### src/rtl/grn_attractor_sched_if.sv
// Result channel from the attractor sequencer to the host-side result FIFO.
// The master presents a result with res_valid; the slave accepts it with res_ready.
interface grn_attractor_sched_if #(
  parameter int W  = 8,
  parameter int CW = 16
);
  logic          res_valid;
  logic          res_ready;
  logic [W-1:0]  res_init;
  logic [CW-1:0] res_transient;
  logic [CW-1:0] res_period;
  logic          res_timeout;

  modport master (
    output res_valid, res_init, res_transient, res_period, res_timeout,
    input  res_ready
  );

  modport slave (
    input  res_valid, res_init, res_transient, res_period, res_timeout,
    output res_ready
  );
endinterface

### src/rtl/grn_attractor_sched.sv
// Sweeps all 2^W initial states of a Boolean node bank, finds each attractor
// with Floyd tortoise/hare stepping, and reports transient length and period.
module grn_attractor_sched #(
  parameter int          W         = 8,
  parameter int          CW        = 16,
  parameter int unsigned MAX_STEPS = 'hFFFF
) (
  input  logic                 clk,
  input  logic                 rst,
  input  logic                 start,
  output logic                 reset_nos,
  output logic [W-1:0]         init_state,
  output logic                 start_s0,
  output logic                 start_s1,
  input  logic [W-1:0]         s0,
  input  logic [W-1:0]         s1,
  grn_attractor_sched_if.master res,
  output logic                 busy,
  output logic                 done
);

  localparam logic [2:0] IDLE    = 3'd0;
  localparam logic [2:0] LOAD    = 3'd1;
  localparam logic [2:0] F_ISSUE = 3'd2;
  localparam logic [2:0] F_CHECK = 3'd3;
  localparam logic [2:0] P_ISSUE = 3'd4;
  localparam logic [2:0] P_CHECK = 3'd5;
  localparam logic [2:0] EMIT    = 3'd6;

  localparam logic [CW-1:0] MAX_C     = CW'(MAX_STEPS);
  localparam logic [W-1:0]  LAST_INIT = {W{1'b1}};

  logic [2:0]    state;
  logic [W-1:0]  init_cnt;
  logic [CW-1:0] step_cnt;
  logic [CW-1:0] per_cnt;

  // Every output is a register, so each branch sets the outputs belonging to
  // the state it is about to enter rather than the state it is leaving.
  always_ff @(posedge clk) begin
    if (rst) begin
      state             <= IDLE;
      init_cnt          <= '0;
      step_cnt          <= '0;
      per_cnt           <= '0;
      reset_nos         <= 1'b0;
      init_state        <= '0;
      start_s0          <= 1'b0;
      start_s1          <= 1'b0;
      busy              <= 1'b0;
      done              <= 1'b0;
      res.res_valid     <= 1'b0;
      res.res_init      <= '0;
      res.res_transient <= '0;
      res.res_period    <= '0;
      res.res_timeout   <= 1'b0;
    end else begin
      // NOTE: strobes default low here and are raised only by the branch that
      // enters a strobing state; non-blocking assignment lets the later
      // assignment in the same block win without creating a race.
      reset_nos <= 1'b0;
      start_s0  <= 1'b0;
      start_s1  <= 1'b0;

      case (state)
        IDLE: begin
          if (start) begin
            init_cnt   <= '0;
            done       <= 1'b0;
            busy       <= 1'b1;
            reset_nos  <= 1'b1;
            init_state <= '0;
            state      <= LOAD;
          end
        end

        LOAD: begin
          step_cnt <= '0;
          per_cnt  <= '0;
          start_s0 <= 1'b1;
          start_s1 <= 1'b1;
          state    <= F_ISSUE;
        end

        F_ISSUE: begin
          step_cnt <= step_cnt + 1'b1;
          state    <= F_CHECK;
        end

        F_CHECK: begin
          if (s0 == s1) begin
            start_s1 <= 1'b1;
            state    <= P_ISSUE;
          end else if (step_cnt == MAX_C) begin
            res.res_valid     <= 1'b1;
            res.res_init      <= init_cnt;
            res.res_transient <= step_cnt;
            res.res_period    <= '0;
            res.res_timeout   <= 1'b1;
            state             <= EMIT;
          end else begin
            start_s0 <= 1'b1;
            start_s1 <= 1'b1;
            state    <= F_ISSUE;
          end
        end

        P_ISSUE: begin
          per_cnt <= per_cnt + 1'b1;
          state   <= P_CHECK;
        end

        // Tortoise is parked on the cycle; the hare walks it once round.
        P_CHECK: begin
          if (s1 == s0) begin
            res.res_valid     <= 1'b1;
            res.res_init      <= init_cnt;
            res.res_transient <= step_cnt;
            res.res_period    <= per_cnt;
            res.res_timeout   <= 1'b0;
            state             <= EMIT;
          end else if (per_cnt == MAX_C) begin
            res.res_valid     <= 1'b1;
            res.res_init      <= init_cnt;
            res.res_transient <= step_cnt;
            res.res_period    <= '0;
            res.res_timeout   <= 1'b1;
            state             <= EMIT;
          end else begin
            start_s1 <= 1'b1;
            state    <= P_ISSUE;
          end
        end

        EMIT: begin
          if (res.res_ready) begin
            res.res_valid <= 1'b0;
            if (init_cnt == LAST_INIT) begin
              busy  <= 1'b0;
              done  <= 1'b1;
              state <= IDLE;
            end else begin
              init_cnt   <= init_cnt + 1'b1;
              init_state <= init_cnt + 1'b1;
              reset_nos  <= 1'b1;
              state      <= LOAD;
            end
          end
        end

        default: state <= IDLE;
      endcase
    end
  end

endmodule

### src/flat_wrapper.sv
// flat-port wrapper written by rule: the top's interface ports become plain ports
module grn_attractor_sched_flat 
#(
  parameter int          W         = 8,
  parameter int          CW        = 16,
  parameter int unsigned MAX_STEPS = 'hFFFF
)
  (clk, rst, start, reset_nos, init_state, start_s0, start_s1, s0, s1, busy, done, res_res_valid, res_res_init, res_res_transient, res_res_period, res_res_timeout, res_res_ready);
  grn_attractor_sched_if #(.W(W), .CW(CW)) res_i ();
  input  logic clk;
  input  logic rst;
  input  logic start;
  output logic reset_nos;
  output logic [W-1:0] init_state;
  output logic start_s0;
  output logic start_s1;
  input  logic [W-1:0] s0;
  input  logic [W-1:0] s1;
  output logic busy;
  output logic done;
  output wire logic [$bits(res_i.res_valid)-1:0] res_res_valid;
  output wire logic [$bits(res_i.res_init)-1:0] res_res_init;
  output wire logic [$bits(res_i.res_transient)-1:0] res_res_transient;
  output wire logic [$bits(res_i.res_period)-1:0] res_res_period;
  output wire logic [$bits(res_i.res_timeout)-1:0] res_res_timeout;
  input wire logic [$bits(res_i.res_ready)-1:0] res_res_ready;
  assign res_res_valid = res_i.res_valid;
  assign res_res_init = res_i.res_init;
  assign res_res_transient = res_i.res_transient;
  assign res_res_period = res_i.res_period;
  assign res_res_timeout = res_i.res_timeout;
  assign res_i.res_ready = res_res_ready;
  grn_attractor_sched #(.W(W), .CW(CW), .MAX_STEPS(MAX_STEPS)) u_core (.clk(clk), .rst(rst), .start(start), .reset_nos(reset_nos), .init_state(init_state), .start_s0(start_s0), .start_s1(start_s1), .s0(s0), .s1(s1), .res(res_i), .busy(busy), .done(done));
endmodule
### config.mk
export PLATFORM = sky130hd
export DESIGN_NAME = grn_attractor_sched_flat
export DESIGN_NICKNAME = d
export VERILOG_FILES = /design/src/rtl/grn_attractor_sched_if.sv /design/src/rtl/grn_attractor_sched.sv /design/src/flat_wrapper.sv
export SDC_FILE = /design/constraint.sdc
export NUM_CORES = 1
export LEC_CHECK = 0
export CORE_ASPECT_RATIO = 0.8
export CORE_UTILIZATION = 52
export DETAILED_ROUTE_END_ITERATION = 6
export MAX_ROUTING_LAYER = met4
export PLACE_DENSITY = 0.88
export SLEW_MARGIN = 40
export SYNTH_ARGS = -nofsm -noshare
export SYNTH_HDL_FRONTEND = slang
export SYNTH_SLANG_ARGS = --single-unit
### constraint.sdc
create_clock -name clk -period 2.4 [get_ports clk]
set_input_delay 0.24 -clock clk [delete_from_list [all_inputs] [get_ports clk]]
set_output_delay 0.24 -clock clk [all_outputs]
set_load 0.02 [all_outputs]
==> results of run 1 <==
==> flip-flops by register name (all words and copies together), names as in the netlist <==
name	flops
u_core.res.res_timeout	1
u_core.res.res_transient	16
u_core.per_cnt	16
u_core.init_state	8
u_core.done	1
u_core.start_s1	1
u_core.res.res_valid	1
u_core.busy	1
u_core.reset_nos	1
u_core.res.res_period	16
u_core.start_s0	1
u_core.state	3
u_core.step_cnt	16
u_core.res.res_init	8
==> per-layer routing <==
layer	GRT usage [%]	part of all wire [%]	routed length [um]
met5	-	0	0
met4	6.91	0.86	82
met3	6.92	6.9	662
met2	42.5	48	4560
met1	31.5	45	4280
==> cells in the mapped netlist (2+ instances only) <==
cell type,number
dfxtp_1,90
nand2_1,87
nor2_1,49
a21oi_1,27
mux2i_1,26
clkbuf_1,20
a32o_1,16
nand3_1,16
nor3_1,10
o21ai_0,9
xor2_1,9
a311oi_1,7
o21ai_1,7
and3_1,6
mux2_1,6
nand4_1,6
or3_1,5
xnor2_1,4
a22oi_1,3
and4_1,3
buf_4,3
ha_1,3
inv_1,3
nand4b_1,3
nor3b_1,3
nor4_1,3
o211ai_1,3
a31oi_1,2
mux2_2,2
nand2b_1,2
nor2b_1,2
o21a_1,2
or2_0,2
==> worst max path at each step <==
stage | slack (ps) | endpoint | from
2_1_floorplan | 230 | u_core.res.res_period[6]$_SDFFE_PP0P_ | u_core.per_cnt[6]$_SDFFE_PP0P_
3_3_place_gp | 240 | u_core.res.res_period[0]$_SDFFE_PP0P_ | u_core.per_cnt[7]$_SDFFE_PP0P_
3_5_place_dp | 60 | u_core.res.res_transient[13]$_SDFFE_PP0P_ | s1[2]
4_1_cts | 100 | u_core.res.res_period[6]$_SDFFE_PP0P_ | u_core.per_cnt[7]$_SDFFE_PP0P_
5_1_grt | 5 | u_core.res.res_period[6]$_SDFFE_PP0P_ | u_core.per_cnt[7]$_SDFFE_PP0P_
6_report | 80 | u_core.res.res_period[6]$_SDFFE_PP0P_ | u_core.per_cnt[7]$_SDFFE_PP0P_
==> logic make-up after synthesis <==
group | count (synthesis)
AND/OR/NAND/NOR | 203
flip-flops | 90
AO/OA/AOI/OAI | 84
multiplexers | 34
buffers and inverters | 30
XOR/XNOR | 13
adder cells (fa/ha/maj) | 3
==> report_power, final <==
| group | internal, W | switching [W] |
|---|---|---|
| clock network | 0.000724 | 0.000550 |
| logic | 0.0000721 | 0.000106 |
| registers | 0.00150 | 0.0000105 |
| total | 0.00230 | 0.000667 |
==> critical path, delay by kind of cell, from the launching register on <==
kind	cells	cell delay [ps]
flops	1	430
buf+inv	1	190
compound gates	3	550
simple gates	3	1040
==> cell type report <==
| cell class | instances | area, um^2 | area share (%) |
|---|---|---|---|
| multi-input combinational | 337 | 2030 | 39.6 |
| sequential | 90 | 1800 | 35.0 |
| timing repair buffer | 91 | 906 | 17.6 |
| clock buffer | 10 | 138 | 2.68 |
| tap | 105 | 131 | 2.55 |
| clock inverter | 6 | 113 | 2.19 |
| inverter | 5 | 18.8 | 0.365 |
==> stage by stage <==
step	setup slack, ps	instances	util (%)	power [W]
after floorplan	233	457	-	0.00164
after global placement	240	628	66.2	0.00172
after detailed placement	63.5	628	66.2	0.00172
after CTS	102	644	69.6	0.00297
after global routing	4.94	644	69.6	0.00306
final	79.7	644	69.6	0.00296
==> results.ini, run 1 <==
[worst_setup_path]
crit_slowest_cell = or4_4
reg2reg_depth = 7
crit_arrival_ps = 2570
worstSetupEndpointType = flip-flop
worstReg2RegStart = u_core.per_cnt[7]$_SDFFE_PP0P_
path_cells = and4_1, nand4_2, or4_4, a21oi_2, a41oi_4, buf_12, a32o_1
max_stage_delay_ps = 580
r2r-end = u_core.res.res_period[6]$_SDFFE_PP0P_
critPathLaunchType = flip-flop
cp_max_fo = 17
critPathRequiredTime_ps = 2650
ff2ff_setup_slack_ps = 80
critPathKind = reg2reg

[timing]
fin_skew_ps = 16.2
hold_ws_ps = 461
hold_viol = 0
fin_crit_ps = 2320
fmax_ghz = 0.431
relSlewSlack_pct = 68.9
setup_violations = 0
fin_crit_sh_pct = 96.7
fin_tns_setup_ps = 0
grt_setup_unrepaired = no
slew_viol_final = 0
worst_pin_slew_ps = 462

[power_and_ir_drop]
irDropWorstVdd_mv = 0.354
pwr_density_cell_nw_per_um2 = 576
power.leakage_nw = 1.90

[routing]
dr.pass1.iters = 5
remaining_drc_errors = 0
via_count = 3657
final_antenna_net_count = 0
wl_per_cell_um = 14.9
drtIter0Drc = 251
via_per_inst = 5.68
wl_um = 9580

[global_routing]
grt_pass1_vias = 3395
grt_pass1_wl_um = 15700
grt_antenna_before_repair = 0
grt_max_degree = 51
overflow = 0
grt_usage_pct = 25.8

[floorplan]
core_um2 = 7390
fp.dieW_um = 99.5
start_util_pct = 53.5
io_pins = 75
rows = 28
die_area_um2 = 7960
die_h_um = 80.0

[finish]
nNetsFinal = 557
design_area_um2 = 5140
fillCellCount = 559
syn_to_final_growth_pct = 30.0
drive_above_1_share_pct = 7.61
final_cell_mix = 90 x dfxtp_1, 87 x nand2_1, 74 x clkdlybuf4s50_1
mostFrequentLayoutCell = dfxtp_1
antenna_cells = 0

[clocking]
clk_pin_slew_ps = 90
tritoncts = built
post_cts_resized = 0
numCtsBuffers = 9
hold_buffers = 0
clkSinkCount = 90
clkLatencyLatePin_ps = 370
clk_path_buf_depth = 2
ctsRootBufferMaster = clkbuf_8
h-tree-depth = 3
post-cts-setup-buffers = 0

[yosys]
syn-num-nets = 480
synth-main-ff-cell = dfxtp_1
async_flop_share_pct = 0
synth_area_um2 = 3960
synth_adder_area_share_pct = 0.949
muxShareOfSynthArea_pct = 8.86
yosysTopAreaCell = dfxtp_1
synth_warnings = 0
synth.distinct_cells = 51
ys_ff_latch = 90
netlist.area_leader.share_pct = 45.5
synth_xor_area_share_pct = 2.88
synth-edff-count = 0
syn_inst = 457
synth-compound-area-share_pct = 14.8
yosys-top-cells-area = dfxtp_1 46%, nand2_1 8.3%, mux2i_1 6.6%
yosysSeqAreaShare_pct = 45.5
syn_avg_cell_area_um2 = 8.66
synth_top_family_by_area = simple AND/OR/NAND/NOR gates
synth-simple-area-share_pct = 23.7

[run_status]
status = completed

[hold_path]
holdPathStages = 2
hp-class = reg2reg
hold_start = u_core.res.res_init[7]$_SDFFE_PP0P_
holdPathEnd = u_core.res.res_init[7]$_SDFFE_PP0P_

[run]
maxCapViolations = 0

[placed_design]
io_buffers = 74
placed_cell_area_um2 = 4890
routabilityCongestion = 0.901
hpwlAfterDp_um = 6620

Note: power is estimated with default switching activity, not from simulation.
==> run 2, diff against run 1 <==
Settings changed: CORE_UTILIZATION 52 to 63, DONT_BUFFER_PORTS from default to 1, PLACE_DENSITY 0.88 to 0.87, SETUP_SLACK_MARGIN from default to 0.5.
==> results.ini, run 2 (synthesis results as in run 1) <==
[run_status]
status = complete, but fails checks
violations = design-rule violations

[global_routing]
gr-usage-met2_pct = 51.6
grt_most_used_layer = met2
grt_antenna_before_repair = 0
grt_usage_pct = 33.1
grt_max_degree = 41
met3_usage_pct = 11.5
grt_pass1_vias = 3445
grt_pass1_wl_um = 16500
grt_util_met1_pct = 38.8
overflow = 0

[placed_design]
pre_cts_slack_ps = 245
routabilityCongestion = 0.813
io_buffers = 0
hpwlAfterDp_um = 6150
placed_cells = 526

[hold_path]
hold_start = res_res_ready
hp-class = in2reg

[timing]
fin_crit_sh_pct = 87.9
fmax_ghz = 0.474
slew_viol_final = 0
grt_setup_unrepaired = yes
hold_viol = 0
timing.final.ws_setup_ps = 290
setup_violations = 0
fin_crit_ps = 2110
fin_tns_setup_ps = 0
worst_pin_slew_ps = 517
hold_ws_ps = 102
fin_skew_ps = 9.38
relSlewSlack_pct = 65.5

[finish]
fin_cells = 563
mostFrequentLayoutCell = nand2_1
final_core_util_pct = 78.5
nNetsFinal = 500
syn_to_final_growth_pct = 18.6
final_cell_mix = 86 x nand2_1, 67 x dfxtp_1, 48 x nor2_1
drive_above_1_share_pct = 20.1
antenna_cells = 0

[routing]
via_count = 3765
wl_per_cell_um = 19.4
remaining_drc_errors = 1
final_antenna_net_count = 0
via_per_inst = 6.69
wl_um = 11000
dr.pass1.iters = 7
drtIter0Drc = 523

[floorplan]
fp.dieW_um = 90.6
start_util_pct = 66.2
core_um2 = 5970
die_area_um2 = 6600
io_pins = 75
die_h_um = 72.9
rows = 25

[power_and_ir_drop]
pwr_density_cell_nw_per_um2 = 575
power.leakage_nw = 1.74
pwr-share-comb_pct = 5.0
pwr-share-clk_pct = 39.1
internal_power_w = 0.00203
netSwitchingFraction_pct = 24.8
irDropWorstVdd_mv = 0.571
power_frac_seq_pct = 55.9
power.switching_w = 0.000669

[worst_setup_path]
critPathRequiredTime_ps = 2650
critPathLaunchType = flip-flop
startpoint = u_core.per_cnt[7]$_SDFFE_PP0P_
crit_arrival_ps = 2360
cp_max_fo = 7
worstReg2RegStart = u_core.per_cnt[7]$_SDFFE_PP0P_
worstSetupEndpointType = flip-flop
critPathKind = reg2reg

[clocking]
ctsRootBufferMaster = clkbuf_8
h-tree-depth = 3
clkLatencyLatePin_ps = 360
clkSinkCount = 90
clk_path_buf_depth = 2
tritoncts = built
numCtsBuffers = 9
clk_pin_slew_ps = 90

[run]
maxCapViolations = 0

[run 2: power groups by stage]
stage | clock network, W | registers, W | logic, W
CTS | 0.00105 | 0.00151 | 0.000125
detailed placement | 0 | 0.00155 | 0.000109
finish | 0.00106 | 0.00151 | 0.000134
global placement | 0 | 0.00155 | 0.000106
floorplan | 0 | 0.00155 | 0.0000915
global route | 0.00110 | 0.00151 | 0.000144
[run 2: final timing paths]
kind              slack (ps)                                       end  cells after the start
setup / recovery         290     u_core.res.res_period[6]$_SDFFE_PP0P_                      8
setup reg to reg         290     u_core.res.res_period[6]$_SDFFE_PP0P_                      8
hold reg to reg          490  u_core.res.res_transient[6]$_SDFFE_PP0P_                      2
hold / removal           100              u_core.state[0]$_SDFFE_PP0P_                      2
[run 2: cell type report]
| class | instances | area, um^2 |
|---|---|---|
| timing repair buffer | 34 | 369 |
| clock buffer | 12 | 176 |
| multi-input combinational | 337 | 2140 |
| clock inverter | 4 | 32.5 |
| sequential | 90 | 1860 |
| inverter | 5 | 18.8 |
| fill | 367 | 1280 |
| tap | 81 | 101 |
[run 2: timing repair]
| item | in CTS | in global routing |
|---|---|---|
| resized for setup | 28 | 20 |
| hold buffers | 1 | 0 |
| setup endpoints to repair | 49 | 61 |
| pin swaps | 0 | 10 |
| cloned | 3 | 0 |
| buffers inserted | 10 | 7 |
| hold endpoints to repair | 40 | 0 |
[run 2: metrics by stage]
stage	total power [W]	cell area, um^2
finish	0.00270	4690
floorplan	0.00164	4000
detailed placement	0.00166	4090
CTS	0.00269	4580
global route	0.00276	4690
global placement	0.00166	4090
[run 2: critical path, cell delays in order, from the launching register on]
cell,delay (ps)
dfxtp_4,390
and4_4,250
nand4_4,80
or4_4,460
a21oi_4,160
a41oi_4,70
buf_12,190
buf_12,130
a32o_1,260
[run 2: routing by layer]
metal  routed length, um  share of wire, %  vias to the layer above
met5                   0                 0                        -
li1                    -                 -                     1675
met4                 369               3.4                        0
met2                5120                47                      304
met1                4160                38                     1731
met3                1300                12                       55
==> run 3, diff against run 2 <==
Settings changed: CORE_UTILIZATION 63 to 67, PLACE_DENSITY 0.87 to 0.91.
Clock period 2.4 ns to 2.5 ns, I/O delays scaled along.
==> results.ini, run 3 (synthesis results as in run 1) <==
[run_status]
status = completed

[floorplan]
fp.dieW_um = 87.9
start_util_pct = 71.2
die_h_um = 70.7
die_area_um2 = 6220
rows = 24
io_pins = 75
core_um2 = 5560

[worst_setup_path]
critPathKind = reg2reg
cp_max_fo = 6
path_cells = and4_4, nand4_4, or4_4, a21oi_4, a41oi_4, buf_4, buf_6, a32o_1
critPathLaunchType = flip-flop
crit_slowest_cell = or4_4
crit_arrival_ps = 2410
worstSetupEndpointType = flip-flop
max_stage_delay_ps = 470
critPathRequiredTime_ps = 2770

[placed_design]
io_buffers = 0
routabilityCongestion = 0.931
hpwlAfterDp_um = 6260

[global_routing]
grt_usage_pct = 38.1
grt_antenna_before_repair = 0
grt_pass1_wl_um = 17500
grt_max_degree = 41
overflow = 0
grt_pass1_vias = 3611

[finish]
syn_to_final_growth_pct = 19.4
final_core_util_pct = 85.0
mostFrequentLayoutCell = nand2_1
drive_above_1_share_pct = 20.0
antenna_cells = 0
nNetsFinal = 508
final_cell_mix = 87 x nand2_1, 71 x dfxtp_1, 48 x nor2_1

[timing]
fin_crit_sh_pct = 85.7
fin_skew_ps = 13.8
fin_crit_ps = 2140
fin_tns_setup_ps = 0
hold_viol = 0
fmax_ghz = 0.467
slew_viol_final = 0
setup_violations = 0
worst_pin_slew_ps = 497
relSlewSlack_pct = 66.8
grt_setup_unrepaired = yes

[clocking]
tritoncts = built
clk_pin_slew_ps = 90
h-tree-depth = 3
clkSinkCount = 90
clk_path_buf_depth = 2
clkLatencyLatePin_ps = 380
numCtsBuffers = 9
ctsRootBufferMaster = clkbuf_8

[routing]
wl_per_cell_um = 21.9
wl_um = 12400
wl_met1_um = 4440
dr.pass1.iters = 6
remaining_drc_errors = 0
drtIter0Drc = 725
top_layer = met4
met3WireLength_um = 1550
via_count = 3967
final_antenna_net_count = 0
route.met2.wl_um = 5780
via_per_inst = 6.98

[power_and_ir_drop]
power_w = 0.00271
irDropWorstVdd_mv = 0.525
pwr_density_cell_nw_per_um2 = 574
power.leakage_nw = 1.77

[hold_path]
hp-class = in2reg

[run]
maxCapViolations = 0

==> run 3: final cells by class <==
type / count / area (um^2)
clock buffers: 12 / 155
clock inverters: 4 / 73.8
fillers: 257 / 831
inverters: 5 / 22.5
multi-input cells: 337 / 2130
flip-flops and latches: 90 / 1850
well taps: 78 / 97.6
repair buffers: 42 / 397
==> run 3: final timing paths <==
| check | start | endpoint | slack, ps | cells after the start |
|---|---|---|---|---|
| worst min-delay path | start | u_core.state[0]$_SDFFE_PP0P_ | 140 | 2 |
| worst max register to register | u_core.per_cnt[7]$_SDFFE_PP0P_ | u_core.res.res_period[5]$_SDFFE_PP0P_ | 360 | 8 |
| worst min register to register | u_core.step_cnt[9]$_SDFFE_PP0P_ | u_core.step_cnt[9]$_SDFFE_PP0P_ | 480 | 1 |
| worst max-delay path | u_core.per_cnt[7]$_SDFFE_PP0P_ | u_core.res.res_period[5]$_SDFFE_PP0P_ | 360 | 8 |
==> run 3: power by group <==
| part | switching [W] | internal (W) |
|---|---|---|
| clock | 0.000508 | 0.000618 |
| combinational | 0.0000936 | 0.0000396 |
| sequential | 0.0000226 | 0.00143 |
==> run 3: per-layer routing <==
layer	vias up	track usage (%)
li1	1685	-
met1	1829	43.0
met2	369	59.0
met3	84	11.7
met4	0	23.0
met5	-	-
==> run 3: critical path, delay by kind of cell (launching register included) <==
kind            cells  cell delay [ps]
compound gates      3              490
flops               1              370
simple gates        3              840
buf+inv             2              330
==> run 3: metrics by stage <==
stage          instance area, um^2  std cells  hold WS (ps)  setup slack [ps]
2_1_floorplan                 3970        457           453               505
3_3_place_gp                  4080        526           320               292
3_5_place_dp                  4080        526           319               230
4_1_cts                       4610        561          90.2               447
5_1_grt                       4720        568           138               330
6_report                      4720        568           137               358
==> run 3: timing repair <==
item                                    in CTS  in global routing
gates resized for setup                     44                  9
endpoints found under the setup margin      44                 49
pin swaps                                    1                  2
buffers inserted                            16                  6
hold buffers                                 1                  0
cloned                                       2                  1
hold endpoints to repair                    40                  0
